--- src/rtl/riscv_pkg.sv ---
// Shared definitions for the fetch slice: default datapath width and reset
// vector, base opcodes decoded from instr[6:0], and the fetch FSM state type.
package riscv_pkg;

  localparam int unsigned XLEN = 32;
  localparam logic [31:0] RESET_PC = 32'h0000_0000;

  localparam logic [6:0] OP_LOAD   = 7'b0000011;
  localparam logic [6:0] OP_STORE  = 7'b0100011;
  localparam logic [6:0] OP_RTYPE  = 7'b0110011;
  localparam logic [6:0] OP_BRANCH = 7'b1100011;

  typedef enum logic [2:0] {
    IDLE,
    FETCH,
    WAIT,
    HOLD,
    ERR
  } fetch_state_t;

endpackage

--- src/rtl/instr_fetch_unit_if.sv ---
// Bus bundle between the fetch unit and its environment.
//  imem_req/imem_addr      : request strobe and word address to instruction memory
//  imem_rvalid/imem_rdata  : memory response
//  instr_valid/instr/instr_pc/instr_ready : held instruction towards decode, consume strobe
//  pc_src/pc_target        : branch redirect, sampled on consume
//  flush/flush_pc          : discard everything and restart at flush_pc
//  fetch_err               : sticky memory timeout flag
// master = fetch unit side, slave = memory/core side.
interface instr_fetch_unit_if #(
  parameter int unsigned XLEN = 32
);
  logic            imem_req;
  logic [XLEN-1:0] imem_addr;
  logic            imem_rvalid;
  logic [XLEN-1:0] imem_rdata;
  logic            instr_valid;
  logic [XLEN-1:0] instr;
  logic [XLEN-1:0] instr_pc;
  logic            instr_ready;
  logic            pc_src;
  logic [XLEN-1:0] pc_target;
  logic            flush;
  logic [XLEN-1:0] flush_pc;
  logic            fetch_err;

  modport master (
    output imem_req, imem_addr, instr_valid, instr, instr_pc, fetch_err,
    input  imem_rvalid, imem_rdata, instr_ready, pc_src, pc_target, flush, flush_pc
  );

  modport slave (
    input  imem_req, imem_addr, instr_valid, instr, instr_pc, fetch_err,
    output imem_rvalid, imem_rdata, instr_ready, pc_src, pc_target, flush, flush_pc
  );
endinterface

--- src/rtl/fetch_pc_reg.sv ---
// Program counter register with its next-PC selection.
//  clk, rst   : clock, asynchronous active-high reset (loads RESET_PC)
//  flush      : load flush_pc (highest priority)
//  advance    : instruction consumed; load pc_target if pc_src else pc+4
//  pc         : current word-aligned PC
// Both redirect sources have their two low bits forced to zero; pc+4 wraps.
module fetch_pc_reg #(
  parameter int unsigned     XLEN     = 32,
  parameter logic [XLEN-1:0] RESET_PC = '0
) (
  input  logic            clk,
  input  logic            rst,
  input  logic            flush,
  input  logic [XLEN-1:0] flush_pc,
  input  logic            advance,
  input  logic            pc_src,
  input  logic [XLEN-1:0] pc_target,
  output logic [XLEN-1:0] pc
);

  localparam logic [XLEN-1:0] ALIGN_MASK = ~XLEN'(3);

  logic [XLEN-1:0] pc_q, pc_d;

  always_comb begin
    pc_d = pc_q;
    if (flush) begin
      pc_d = flush_pc & ALIGN_MASK;
    end else if (advance) begin
      pc_d = pc_src ? (pc_target & ALIGN_MASK) : (pc_q + XLEN'(4));
    end
  end

  always_ff @(posedge clk or posedge rst) begin
    if (rst) begin
      pc_q <= RESET_PC & ALIGN_MASK;
    end else begin
      pc_q <= pc_d;
    end
  end

  assign pc = pc_q;

endmodule

--- src/rtl/instr_fetch_unit.sv ---
// Multi-cycle instruction fetch stage. Owns the PC, issues one request at a
// time to instruction memory, and holds the returned word until the core
// consumes it. Handles branch redirects on consume, external flushes, and a
// memory timeout that parks the unit in ERR until flushed.
//  clk, rst : clock, asynchronous active-high reset
//  bus      : instr_fetch_unit_if master (imem request/response, held
//             instruction + consume, branch redirect, flush, fetch_err)
module instr_fetch_unit #(
  parameter int unsigned     XLEN     = riscv_pkg::XLEN,
  parameter logic [XLEN-1:0] RESET_PC = riscv_pkg::RESET_PC,
  parameter int unsigned     TIMEOUT  = 16
) (
  input  logic                clk,
  input  logic                rst,
  instr_fetch_unit_if.master  bus
);

  import riscv_pkg::*;

  localparam int unsigned TW = (TIMEOUT > 1) ? $clog2(TIMEOUT) : 1;

  fetch_state_t    state_q, state_d;
  logic [TW-1:0]   timer_q, timer_d;
  logic            drop_q, drop_d;
  logic [XLEN-1:0] instr_q, instr_d;
  logic [XLEN-1:0] instr_pc_q, instr_pc_d;
  logic            fetch_err_q, fetch_err_d;
  logic            imem_req_q, imem_req_d;
  logic            instr_valid_q, instr_valid_d;
  logic            consume;
  logic [XLEN-1:0] pc;

  fetch_pc_reg #(
    .XLEN     (XLEN),
    .RESET_PC (RESET_PC)
  ) u_pc (
    .clk       (clk),
    .rst       (rst),
    .flush     (bus.flush),
    .flush_pc  (bus.flush_pc),
    .advance   (consume),
    .pc_src    (bus.pc_src),
    .pc_target (bus.pc_target),
    .pc        (pc)
  );

  always_comb begin
    state_d     = state_q;
    timer_d     = timer_q;
    drop_d      = drop_q;
    instr_d     = instr_q;
    instr_pc_d  = instr_pc_q;
    fetch_err_d = fetch_err_q;
    consume     = 1'b0;

    if (bus.flush) begin
      fetch_err_d = 1'b0;
      timer_d     = '0;
      unique case (state_q)
        // A request is (or is about to be) in flight: keep waiting for it,
        // but mark its response for discard.
        FETCH: begin
          drop_d  = 1'b1;
          state_d = WAIT;
        end
        WAIT: begin
          if (bus.imem_rvalid) begin
            drop_d  = 1'b0;
            state_d = FETCH;
          end else begin
            drop_d = 1'b1;
          end
        end
        default: begin
          drop_d  = 1'b0;
          state_d = FETCH;
        end
      endcase
    end else begin
      unique case (state_q)
        IDLE: state_d = FETCH;
        FETCH: begin
          timer_d = '0;
          state_d = WAIT;
        end
        WAIT: begin
          timer_d = timer_q + 1'b1;
          if (bus.imem_rvalid) begin
            if (drop_q) begin
              drop_d  = 1'b0;
              state_d = FETCH;
            end else begin
              instr_d    = bus.imem_rdata;
              instr_pc_d = pc;
              state_d    = HOLD;
            end
          end else if (timer_q == TW'(TIMEOUT - 1)) begin
            // A pending discard is meaningless once the request is abandoned.
            fetch_err_d = 1'b1;
            drop_d      = 1'b0;
            state_d     = ERR;
          end
        end
        HOLD: begin
          if (bus.instr_ready) begin
            consume = 1'b1;
            state_d = FETCH;
          end
        end
        ERR: state_d = ERR;
        default: state_d = IDLE;
      endcase
    end

    // Outputs are registered from the next state so they are Moore-stable.
    imem_req_d    = (state_d == FETCH);
    instr_valid_d = (state_d == HOLD);
  end

  always_ff @(posedge clk or posedge rst) begin
    if (rst) begin
      state_q       <= IDLE;
      timer_q       <= '0;
      drop_q        <= 1'b0;
      instr_q       <= '0;
      instr_pc_q    <= RESET_PC;
      fetch_err_q   <= 1'b0;
      imem_req_q    <= 1'b0;
      instr_valid_q <= 1'b0;
    end else begin
      state_q       <= state_d;
      timer_q       <= timer_d;
      drop_q        <= drop_d;
      instr_q       <= instr_d;
      instr_pc_q    <= instr_pc_d;
      fetch_err_q   <= fetch_err_d;
      imem_req_q    <= imem_req_d;
      instr_valid_q <= instr_valid_d;
    end
  end

  assign bus.imem_req    = imem_req_q;
  assign bus.imem_addr   = pc;
  assign bus.instr_valid = instr_valid_q;
  assign bus.instr       = instr_q;
  assign bus.instr_pc    = instr_pc_q;
  assign bus.fetch_err   = fetch_err_q;

endmodule

--- src/flat_wrapper.sv ---
// flat-port wrapper written by rule: the top's interface ports become plain ports
module instr_fetch_unit_flat import riscv_pkg::*;
#(
  parameter int unsigned     XLEN     = riscv_pkg::XLEN,
  parameter logic [XLEN-1:0] RESET_PC = riscv_pkg::RESET_PC,
  parameter int unsigned     TIMEOUT  = 16
)
  (clk, rst, bus_imem_req, bus_imem_addr, bus_instr_valid, bus_instr, bus_instr_pc, bus_fetch_err, bus_imem_rvalid, bus_imem_rdata, bus_instr_ready, bus_pc_src, bus_pc_target, bus_flush, bus_flush_pc);
  instr_fetch_unit_if #(.XLEN(XLEN)) bus_i ();
  input  logic clk;
  input  logic rst;
  output wire logic [$bits(bus_i.imem_req)-1:0] bus_imem_req;
  output wire logic [$bits(bus_i.imem_addr)-1:0] bus_imem_addr;
  output wire logic [$bits(bus_i.instr_valid)-1:0] bus_instr_valid;
  output wire logic [$bits(bus_i.instr)-1:0] bus_instr;
  output wire logic [$bits(bus_i.instr_pc)-1:0] bus_instr_pc;
  output wire logic [$bits(bus_i.fetch_err)-1:0] bus_fetch_err;
  input wire logic [$bits(bus_i.imem_rvalid)-1:0] bus_imem_rvalid;
  input wire logic [$bits(bus_i.imem_rdata)-1:0] bus_imem_rdata;
  input wire logic [$bits(bus_i.instr_ready)-1:0] bus_instr_ready;
  input wire logic [$bits(bus_i.pc_src)-1:0] bus_pc_src;
  input wire logic [$bits(bus_i.pc_target)-1:0] bus_pc_target;
  input wire logic [$bits(bus_i.flush)-1:0] bus_flush;
  input wire logic [$bits(bus_i.flush_pc)-1:0] bus_flush_pc;
  assign bus_imem_req = bus_i.imem_req;
  assign bus_imem_addr = bus_i.imem_addr;
  assign bus_instr_valid = bus_i.instr_valid;
  assign bus_instr = bus_i.instr;
  assign bus_instr_pc = bus_i.instr_pc;
  assign bus_fetch_err = bus_i.fetch_err;
  assign bus_i.imem_rvalid = bus_imem_rvalid;
  assign bus_i.imem_rdata = bus_imem_rdata;
  assign bus_i.instr_ready = bus_instr_ready;
  assign bus_i.pc_src = bus_pc_src;
  assign bus_i.pc_target = bus_pc_target;
  assign bus_i.flush = bus_flush;
  assign bus_i.flush_pc = bus_flush_pc;
  instr_fetch_unit #(.XLEN(XLEN), .RESET_PC(RESET_PC), .TIMEOUT(TIMEOUT)) u_core (.clk(clk), .rst(rst), .bus(bus_i));
endmodule
--- config.mk ---
export PLATFORM = sky130hd
export DESIGN_NAME = instr_fetch_unit_flat
export DESIGN_NICKNAME = d
export VERILOG_FILES = /design/src/rtl/riscv_pkg.sv /design/src/rtl/instr_fetch_unit_if.sv /design/src/rtl/fetch_pc_reg.sv /design/src/rtl/instr_fetch_unit.sv /design/src/flat_wrapper.sv
export SDC_FILE = /design/constraint.sdc
export NUM_CORES = 1
export LEC_CHECK = 0
export CAP_MARGIN = 20
export CORE_ASPECT_RATIO = 0.9
export CORE_MARGIN = 4
export CORE_UTILIZATION = 49
export CTS_BUF_LIST = sky130_fd_sc_hd__clkbuf_4
export CTS_CLUSTER_DIAMETER = 200
export CTS_CLUSTER_SIZE = 10
export DETAILED_ROUTE_END_ITERATION = 6
export PLACE_DENSITY = 0.9
export SLEW_MARGIN = 20
export SYNTH_ARGS = -nofsm -noshare
export SYNTH_HDL_FRONTEND = slang
export SYNTH_SLANG_ARGS = --single-unit
--- constraint.sdc ---
create_clock -name clk -period 9.8 [get_ports clk]
set_clock_uncertainty 0.1 [all_clocks]
set_input_delay 1.47 -clock clk [delete_from_list [all_inputs] [get_ports clk]]
set_output_delay 1.47 -clock clk [all_outputs]
set_load 0.01 [all_outputs]
==> run summary, run 1 <==
Root buf cell -> clkbuf_4
Residual DRC count -> 0
RSZ-0062 raised after global routing -> no
Max-Cap Viols -> 0
P&R area growth vs syn -> 40.3%
Internal reg-to-reg setup slack -> 6940 ps
Core region area -> 10,300 µm²
Clock Latency Late Sink -> 470 ps
Initial Utilization -> 50.6%
Final cell count without fillers -> 805
# clock sinks -> 103
DRT Pass-1 Iters -> 4
Area post-placement -> 7180 µm²
Slew of the pin with the lowest slew margin -> 951 ps
RR Startpoint -> u_core.state_q[1]
Worst Path Required -> 10,120 ps
Most used flip-flop cell after synthesis -> dfrtp_1
PwrDens -> 230 nW/µm²
Fin crit share -> 37.4%
Final min period -> 3660 ps
Post-CTS sizing -> 0
Cell Area, Synth -> 5210 µm²
Max incr delay on CP -> 840 ps
Cts bufs inserted -> 9
P_leak -> 3.06 nW
CTS tree -> done
Worst hold path type -> flip-flop to flip-flop
Most common cell after layout, fill and taps aside -> clkdlybuf4s50_1
Worst-path cell chain -> clkdlybuf4s50_1, and4b_1, nor2_1, or4_1, nand3_1
Initial DRC count -> 379
Share of cells above drive strength 1 -> 13.8%
Post-Route WL -> 15.7 mm
Worst setup SP type -> input port
Grt ovf -> 0
Initial antenna violation count -> 0
Die Y -> 106 µm
Cells after DPL -> 789
Register area share after synthesis -> 49.5%
FFs w/ async S/R, synth -> 100%
Largest net degree at the start of global routing -> 67
Gate Count Post-Synth -> 496
R2R depth -> 4
Max IR drop VDD -> 0.159 mV
Fin area -> 7310 µm²
Synth top area share -> 49.5%
Status -> completed
Number of synthesized register bits -> 103
Final core occ -> 71.1%
Die width -> 117 µm
Via count -> 4,608
Rows -> 35
Routed wire length per instance -> 19.5 µm
Final setup TNS -> 0 ps
Critical path origin -> bus_instr_ready
Hold buffers post-CTS -> 0
Yosys top cell by area -> dfrtp_1
Most frequent cells in the layout -> 190 x clkdlybuf4s50_1, 103 x dfrtp_1, 63 x mux2_2, 37 x nand2_1, 35 x o21ai_0
First-pass GRT wire length -> 25.3 mm
Post-CTS setup buffer count -> 0
Worst Path Max Fanout -> 21
Top cells by area, synth -> dfrtp_1 49%, mux2_2 14%, o21ai_0 3.4%, a21oi_1 3.1%, nand2_1 2.7%
Htree depth -> 3
Fin nets -> 775
Vias in the first global route -> 4,823
Final antenna-violating net count -> 0
Synthesis Warnings -> 0
Worst Setup EP -> u_core.u_pc.pc[25]
RePlAce Congestion -> 0.847
EDFF count, synth -> 0
CP arrival -> 3990 ps
Critical R2R Capture -> u_core.u_pc.pc[25]
Io pins -> 201
Slowest stage cell, crit path -> and4b_1
DIE AREA -> 12,300 µm²
Synth Area per Inst -> 10.5 µm²
Fin. Hold Viols -> 0
Final setup fails -> 0
Cell variety after synth -> 62
Fmax -> 273 MHz
Vias per cell -> 5.72
Gr usage total -> 26.2%
Setup CP Type -> input port to flip-flop
Clock slew at reported path FFs -> 160 ps
Longest Clk Path Bufs -> 2
Crit end category -> flip-flop
Detail Placement HPWL -> 11.3 mm
Final Max Tran Viols -> 0
Port Buffer Count -> 192
Headroom to the max-slew limit -> 36.6%
[worst min-delay path by stage]
stage | start | cells past startpoint | slack, ps | endpoint
after floorplan | u_core.bus.fetch_err | 2 | 430 | u_core.bus.fetch_err
after global placement | u_core.bus.instr[9] | 1 | 380 | u_core.bus.instr[9]
after detailed placement | u_core.bus.instr[1] | 1 | 390 | u_core.bus.instr[1]
after CTS | u_core.bus.instr[1] | 1 | 430 | u_core.bus.instr[1]
after global routing | u_core.bus.instr_pc[28] | 1 | 440 | u_core.bus.instr_pc[28]
final | u_core.bus.instr[1] | 1 | 420 | u_core.bus.instr[1]
[flip-flops by register name, summed over array words and instances, names as in the netlist]
register	count
u_core.bus.fetch_err	1
u_core.bus.imem_req	1
u_core.bus.instr	32
u_core.bus.instr_pc	30
u_core.bus.instr_valid	1
u_core.drop_q	1
u_core.state_q	3
u_core.timer_q	4
u_core.u_pc.pc	30
[cell families after synthesis]
group                      Yosys count  synth area share [%]
AOI/OAI and AO/OA                  114                  13.7
xor gates and xnor gates            15                  2.52
adders and majority gates            2                 0.480
buffers and inverters               41                  3.41
DFF                                103                  49.5
muxes                               69                  14.8
other                                1                0.0720
and+or+nand+nor                    151                  15.6
[worst max-delay path, delay by kind of cell]
kind	cells	cell delay (ps)
buf+inv	1	510
simple gates	4	2000
[report_power, final]
group	internal [W]	switching (W)	leakage (nW)
Combinational	0.000451	0.000299	1.71
Clock	0.0000761	0.000141	0.0720
Sequential	0.000583	0.000131	1.27
Total	0.00111	0.000572	3.06
[metrics by stage]
| stage | worst slack (ps) | hold slack (ps) | power, W |
|---|---|---|---|
| floorplan | 5530 | 429 | 0.00104 |
| global placement | 5690 | 384 | 0.00144 |
| detailed placement | 5720 | 392 | 0.00148 |
| CTS | 6210 | 426 | 0.00170 |
| global route | 6030 | 436 | 0.00179 |
| finish | 6140 | 422 | 0.00168 |
[synthesized netlist by cell type, types with 7 or more instances]
library cell,number
dfrtp_1,103
mux2_2,63
nand2_1,37
o21ai_0,35
a21oi_1,32
nor2_1,29
nand3_1,23
clkbuf_1,19
and3_1,15
xor2_1,12
nor3_1,8
buf_2,7
inv_1,7
[per-layer routing]
| layer | track usage, % | up-vias | routed length, µm |
|---|---|---|---|
| li1 | - | 2149 | - |
| met3 | 7.58 | 21 | 1470 |
| met4 | 6.63 | 0 | 223 |
| met1 | 33.1 | 2225 | 6060 |
| met2 | 43.7 | 213 | 7970 |
| met5 | 0 | - | 0 |
[layout make-up]
class                      count  area [µm²]
inverter                       7        28.8
antenna                        1        2.50
timing repair buffer         195        1930
multi-input combinational    355        2480
tap                          129         161
sequential                   103        2580
clock inverter                 6        61.3
clock buffer                   9        67.6
fill                         758        2980
Power figures use the tool's default switching activity.
==> run 2, diff against run 1 <==
--- a/config.mk
+++ b/config.mk
@@ -8,12 +8,12 @@
 export CAP_MARGIN = 20
 export CORE_ASPECT_RATIO = 0.9
 export CORE_MARGIN = 4
-export CORE_UTILIZATION = 49
+export CORE_UTILIZATION = 46
 export CTS_BUF_LIST = sky130_fd_sc_hd__clkbuf_4
 export CTS_CLUSTER_DIAMETER = 200
 export CTS_CLUSTER_SIZE = 10
 export DETAILED_ROUTE_END_ITERATION = 6
-export PLACE_DENSITY = 0.9
+export PLACE_DENSITY = 0.86
 export SLEW_MARGIN = 20
 export SYNTH_ARGS = -nofsm -noshare
 export SYNTH_HDL_FRONTEND = slang
==> constraint.sdc (replaced) <==
create_clock -name clk -period 3.4 [get_ports clk]
set_clock_uncertainty 0.1 [all_clocks]
set_input_delay 0.51 -clock clk [delete_from_list [all_inputs] [get_ports clk]]
set_output_delay 0.51 -clock clk [all_outputs]
set_load 0.01 [all_outputs]
==> run 2 against run 1 <==
Against the previous run:
- the flow now finishes with violations (DRC)
- clock-buffer cell count stayed put
- via count is 3.3% higher
- final cell count is 3.6% higher
- sequential power grew to 2.9 times the previous value
- utilization is 3.1 points lower
- largest cell class unchanged
- largest power group unchanged
==> run summary, run 2 (synthesis gave the netlist of run 1 again) <==
CTS tree -> done (unchanged)
P_leak -> 3.10 nW (was 3.06 nW)
Status -> finished, violations left (was completed)
Fin. Hold Viols -> 0 (unchanged)
Largest net degree at the start of global routing -> 104 (was 67)
Die width -> 120 µm (was 117 µm)
Most common cell after layout, fill and taps aside -> clkdlybuf4s50_1 (unchanged)
Area post-placement -> 7270 µm² (was 7180 µm²)
P&R area growth vs syn -> 42.7% (was 40.3%)
Final Max Tran Viols -> 0 (unchanged)
Internal reg-to-reg setup slack -> 930 ps (was 6940 ps)
Core region area -> 10,900 µm² (was 10,300 µm²)
Initial Utilization -> 47.6% (was 50.6%)
Port Buffer Count -> 192 (unchanged)
FILL cells -> 854 (was 758)
PwrDens -> 669 nW/µm² (was 230 nW/µm²)
Routed wire length per instance -> 18.7 µm (was 19.5 µm)
Gr usage total -> 23.9% (was 26.2%)
Switching power as a share of total power -> 33.9% (was 34.0%)
Worst hold path type -> input port to async pin (was flip-flop to flip-flop)
Detail Placement HPWL -> 11.4 mm (was 11.3 mm)
RSZ-0062 raised after global routing -> no (unchanged)
Crit end category -> flip-flop (unchanged)
DP Worst Slack -> 824 ps (was 5720 ps)
Max-Cap Viols -> 0 (unchanged)
Final min period -> 2470 ps
DIE AREA -> 13,100 µm² (was 12,300 µm²)
Io pins -> 201 (unchanged)
Worst Path Required -> 3670 ps (was 10,120 ps)
Share of cells above drive strength 1 -> 14.4% (was 13.8%)
Final antenna-violating net count -> 0 (unchanged)
Number of diodes -> 0 (was 1)
Clk network pwr share -> 14.5% (was 12.9%)
RR Startpoint -> u_core.state_q[1] (unchanged)
Final setup fails -> 0 (unchanged)
Post-CTS setup buffer count -> 0 (unchanged)
RePlAce Congestion -> 0.880 (was 0.847)
Vias in the first global route -> 4,747 (was 4,823)
Grt ovf -> 0 (unchanged)
Internal Pwr Total -> 0.00329 W (was 0.00111 W)
Cts bufs inserted -> 9 (unchanged)
Slew of the pin with the lowest slew margin -> 768 ps (was 951 ps)
CP arrival -> 2740 ps (was 3990 ps)
R2R depth -> 5 (was 4)
DRT Pass-1 Iters -> 7 (was 4)
Final worst setup slack -> 929 ps (was 6140 ps)
Reg power frac -> 41.5% (was 42.4%)
Fin crit share -> 72.7%
Worst setup SP type -> flip-flop (was input port)
Initial antenna violation count -> 0 (unchanged)
Clock Latency Late Sink -> 490 ps (was 470 ps)
Fin area -> 7430 µm² (was 7310 µm²)
Most frequent cells in the layout -> 191 x clkdlybuf4s50_1, 103 x dfrtp_1, 63 x mux2_2, 37 x nand2_1, 35 x o21ai_0 (was 190 x clkdlybuf4s50_1, 103 x dfrtp_1, 63 x mux2_2, 37 x nand2_1, 35 x o21ai_0)
Clock slew at reported path FFs -> 180 ps (was 160 ps)
Comb power frac -> 44.0% (was 44.6%)
Vias per cell -> 5.71 (was 5.72)
Headroom to the max-slew limit -> 48.7% (was 36.6%)
Post-CTS sizing -> 0 (unchanged)
Fin nets -> 781 (was 775)
Final setup TNS -> 0 ps (unchanged)
Final core occ -> 67.9% (was 71.1%)
Max IR drop VDD -> 0.466 mV (was 0.159 mV)
Hold buffers post-CTS -> 0 (unchanged)
Via count -> 4,761 (was 4,608)
Residual DRC count -> 1 (was 0)
Root buf cell -> clkbuf_4 (unchanged)
First-pass GRT wire length -> 24.6 mm (was 25.3 mm)
Longest Clk Path Bufs -> 2 (unchanged)
Die Y -> 109 µm (was 106 µm)
Worst Path Max Fanout -> 36 (was 21)
Failing checks -> DRC
Rows -> 36 (was 35)
Post-Route WL -> 15.6 mm (was 15.7 mm)
Fmax -> 405 MHz
Htree depth -> 3 (unchanged)
Initial DRC count -> 288 (was 379)
Max reg flops -> 32 (unchanged)
Setup CP Type -> flip-flop to flip-flop (was input port to flip-flop)
# clock sinks -> 103 (unchanged)
Critical R2R Capture -> u_core.bus.instr[12] (was u_core.u_pc.pc[25])
Switch Pwr -> 0.00168 W (was 0.000572 W)
==> run 2: worst max-delay path, cell delays in order (launching register included) <==
cell	delay [ps]
dfrtp_1	650
nand2b_1	160
nor2_1	280
nand3_4	390
buf_4	430
mux2_2	340
==> run 2: power groups by stage <==
| stage | logic (W) | clock network, W | registers [W] |
|---|---|---|---|
| after CTS | 0.00221 | 0.000738 | 0.00206 |
| after global routing | 0.00234 | 0.000779 | 0.00213 |
| final | 0.00219 | 0.000723 | 0.00206 |
| after detailed placement | 0.00220 | 0 | 0.00209 |
| after global placement | 0.00213 | 0 | 0.00205 |
| after floorplan | 0.000794 | 0 | 0.00221 |
==> run 2: worst max path at each step <==
stage / slack (ps) / from / to
finish: 930 / u_core.state_q[1] / u_core.bus.instr[12]
global route: 720 / u_core.state_q[1] / u_core.bus.instr[12]
CTS: 920 / u_core.state_q[1] / u_core.bus.instr[12]
detailed placement: 820 / bus_instr_ready / u_core.u_pc.pc[23]
global placement: 910 / bus_imem_rvalid / u_core.bus.instr[20]
floorplan: 90 / rst / u_core.bus.fetch_err
==> run 2: metal layers <==
layer | wire (µm) | part of all wire [%] | GRT usage [%] | vias to the layer above
met2 | 7500 | 48 | 39.8 | 254
met1 | 6190 | 40 | 29.6 | 2307
li1 | - | - | - | 2168
met5 | 0 | 0 | 0 | -
met3 | 1620 | 10 | 8.87 | 32
met4 | 322 | 2.1 | 6.30 | 0
==> run 2: metrics by stage <==
step	hold slack [ps]	instances	power (W)
after floorplan	429	499	0.00300
after global placement	387	818	0.00418
after detailed placement	391	818	0.00429
after CTS	371	834	0.00501
after global routing	376	834	0.00525
final	387	834	0.00497
==> run 2: area by class of cell <==
type                       count  area (µm²)  share of cell area (%)
sequential                   103        2580                    34.7
timing repair buffer         201        2000                    26.9
inverter                       7        28.8                   0.387
multi-input combinational    355        2480                    33.3
tap                          152         190                    2.56
clock buffer                   9        67.6                   0.909
clock inverter                 7        95.1                    1.28
==> run 3, diff against run 2 <==
--- a/config.mk
+++ b/config.mk
@@ -8,12 +8,12 @@
 export CAP_MARGIN = 20
 export CORE_ASPECT_RATIO = 0.9
 export CORE_MARGIN = 4
-export CORE_UTILIZATION = 46
+export CORE_UTILIZATION = 41
 export CTS_BUF_LIST = sky130_fd_sc_hd__clkbuf_4
 export CTS_CLUSTER_DIAMETER = 200
 export CTS_CLUSTER_SIZE = 10
 export DETAILED_ROUTE_END_ITERATION = 6
-export PLACE_DENSITY = 0.86
+export PLACE_DENSITY = 0.81
 export SLEW_MARGIN = 20
 export SYNTH_ARGS = -nofsm -noshare
 export SYNTH_HDL_FRONTEND = slang
==> constraint.sdc (replaced) <==
create_clock -name clk -period 2.1 [get_ports clk]
set_clock_uncertainty 0.1 [all_clocks]
set_input_delay 0.315 -clock clk [delete_from_list [all_inputs] [get_ports clk]]
set_output_delay 0.315 -clock clk [all_outputs]
set_load 0.01 [all_outputs]
==> run 3 against run 2 <==
Against the previous run:
- worst hold slack worse by 340 ps
- register-to-register slack worse by 790 ps
- via count is 1.9% higher
- setup slack worse by 850 ps
- design area is 4.6% higher
- critical path depth is 3 lower
- largest cell class unchanged
- non-clock buffer count is 38 higher
- wire length is 1.6% higher
- the flow now finishes without violations
- combinational power is 79% higher
- utilization is 4.5 points lower
==> run summary, run 3 (synthesis gave the netlist of run 1 again) <==
Status -> completed (was finished, violations left)
Fmax -> 494 MHz
Grt ovf -> 0 (unchanged)
Comb power frac -> 46.7% (was 44.0%)
Switching power as a share of total power -> 32.9% (was 33.9%)
CP arrival -> 1610 ps (was 2740 ps)
Via count -> 4,853 (was 4,761)
Crit end category -> output port (was flip-flop)
Vias in the first global route -> 4,983 (was 4,747)
Setup CP Type -> flip-flop to output port (was flip-flop to flip-flop)
M1 WL -> 6.15 mm (was 6.19 mm)
Root buf cell -> clkbuf_4 (unchanged)
Slew of the pin with the lowest slew margin -> 581 ps (was 768 ps)
Clk network pwr share -> 15.5% (was 14.5%)
Most common cell after layout, fill and taps aside -> clkdlybuf4s50_1 (unchanged)
RSZ-0062 raised after global routing -> no (unchanged)
P_leak -> 3.35 nW (was 3.10 nW)
Clock Latency Late Sink -> 500 ps (was 490 ps)
Fin crit share -> 96.4%
Die Y -> 115 µm (was 109 µm)
Routed wire length per instance -> 18.0 µm (was 18.7 µm)
Worst Path Required -> 1680 ps (was 3670 ps)
Port Buffer Count -> 192 (unchanged)
Final worst setup slack -> 74.9 ps (was 929 ps)
Initial Utilization -> 42.5% (was 47.6%)
Final min period -> 2030 ps
Cts bufs inserted -> 9 (unchanged)
Core region area -> 12,300 µm² (was 10,900 µm²)
DR top layer -> met4 (unchanged)
First-pass GRT wire length -> 25.0 mm (was 24.6 mm)
Fin nets -> 819 (was 781)
Reg power frac -> 37.9% (was 41.5%)
Worst Path Max Fanout -> 8 (was 36)
Headroom to the max-slew limit -> 61.3% (was 48.7%)
Clock slew at reported path FFs -> 170 ps (was 180 ps)
Initial DRC count -> 372 (was 288)
Fin. Hold Viols -> 0 (unchanged)
Io pins -> 201 (unchanged)
Worst-path cell chain -> buf_4, clkdlybuf4s50_1 (was nand2b_1, nor2_1, nand3_4, buf_4, mux2_2)
Longest Clk Path Bufs -> 2 (unchanged)
Met3 wire length -> 1.53 mm (was 1.62 mm)
# clock sinks -> 103 (unchanged)
CTS tree -> done (unchanged)
DRT Pass-1 Iters -> 5 (was 7)
Final antenna-violating net count -> 0 (unchanged)
Final setup TNS -> 0 ps (unchanged)
Worst hold path type -> input port to flip-flop (was input port to async pin)
Hold buffers post-CTS -> 0 (unchanged)
PwrDens -> 1080 nW/µm² (was 669 nW/µm²)
Final cell count without fillers -> 880 (was 834)
Share of cells above drive strength 1 -> 19.3% (was 14.4%)
Most frequent cells in the layout -> 186 x clkdlybuf4s50_1, 103 x dfrtp_1, 63 x mux2_2, 45 x buf_4, 37 x nand2_1 (was 191 x clkdlybuf4s50_1, 103 x dfrtp_1, 63 x mux2_2, 37 x nand2_1, 35 x o21ai_0)
Largest net degree at the start of global routing -> 104 (unchanged)
Vias per cell -> 5.51 (was 5.71)
Max reg flops -> 32 (unchanged)
Switch Pwr -> 0.00275 W (was 0.00168 W)
Residual DRC count -> 0 (was 1)
Worst setup SP type -> flip-flop (unchanged)
Gr usage total -> 21.6% (was 23.9%)
Htree depth -> 3 (unchanged)
Detail Placement HPWL -> 11.8 mm (was 11.4 mm)
P&R area growth vs syn -> 49.3% (was 42.7%)
Post-Route WL -> 15.9 mm (was 15.6 mm)
Final setup fails -> 0 (unchanged)
Final Max Tran Viols -> 0 (unchanged)
Rows -> 38 (was 36)
DIE AREA -> 14,600 µm² (was 13,100 µm²)
Number of diodes -> 0 (unchanged)
Die width -> 127 µm (was 120 µm)
DP Worst Slack -> 4.72 ps (was 824 ps)
Hold Slack -> 51.7 ps (was 387 ps)
Met2 wire length -> 7.86 mm (was 7.50 mm)
RePlAce Congestion -> 0.866 (was 0.880)
Max-Cap Viols -> 0 (unchanged)
Internal Pwr Total -> 0.00562 W (was 0.00329 W)
Max IR drop VDD -> 0.779 mV (was 0.466 mV)
Max incr delay on CP -> 550 ps (was 650 ps)
Initial antenna violation count -> 0 (unchanged)
Cells after DPL -> 861 (was 818)
Slowest stage cell, crit path -> clkdlybuf4s50_1 (was dfrtp_1)
[run 3: cell types whose count changed in the layout (fill, tap and decap cells not counted), sizes merged]
| cell | before | now |
|---|---|---|
| clkinv | 1 | 3 |
| bufinv | 2 | 3 |
| buf | 10 | 49 |
| dlymetal6s2s | 0 | 4 |
| clkdlybuf4s50 | 191 | 186 |
| inv | 8 | 7 |
| clkinvlp | 3 | 1 |
[run 3: critical path, delay by kind of cell (launching register included)]
kind / cells / cell delay, ps
buffers and inverters: 2 / 720
flip-flops: 1 / 390
[run 3: area by class of cell]
| cell class | instances | area [µm²] |
|---|---|---|
| fillers | 994 | 4490 |
| flip-flops and latches | 103 | 2580 |
| multi-input cells | 355 | 2480 |
| repair buffers | 239 | 2300 |
| well taps | 160 | 200 |
| clock inverters | 7 | 120 |
| clock buffers | 9 | 67.6 |
| inverters | 7 | 30.0 |
[run 3: power groups by stage]
stage,sequential (W),clock (W),combinational (W)
4_1_cts,0.00317,0.00134,0.00394
2_1_floorplan,0.00357,0,0.00129
5_1_grt,0.00326,0.00142,0.00418
6_report,0.00317,0.00130,0.00391
3_5_place_dp,0.00322,0,0.00390
3_3_place_gp,0.00316,0,0.00381
[run 3: final timing paths]
kind | start | to | slack, ps | depth (start not counted)
worst min register to register | u_core.bus.instr_pc[4] | u_core.bus.instr_pc[4] | 420 | 1
worst min-delay path | bus_flush | u_core.u_pc.pc[12] | 50 | 3
worst max-delay path | u_core.u_pc.pc[15] | bus_imem_addr[15] | 70 | 2
max in group asynchronous | rst | u_core.timer_q[0] | 1240 | 3
min in group asynchronous | rst | u_core.bus.instr_pc[31] | 170 | 3
worst max register to register | u_core.u_pc.pc[6] | u_core.u_pc.pc[25] | 140 | 5
[run 3: routing by layer]
layer	GRT usage (%)	vias to the layer above
met5	0	-
met4	5.72	0
li1	-	2239
met2	36.9	255
met1	26.4	2328
met3	7.48	31
[run 3: stage by stage]
step	power, W	util [%]	area [µm²]
finish	0.00837	63.4	7780
global route	0.00886	63.4	7780
CTS	0.00845	63.2	7760
detailed placement	0.00712	61.6	7550
global placement	0.00697	61.6	7550
floorplan	0.00486	-	5230
[run 3: what timing repair did]
item,4_1_cts,5_1_grt
setup buffers,2,1
setup endpoints to repair,2,6
gates resized for setup,0,5
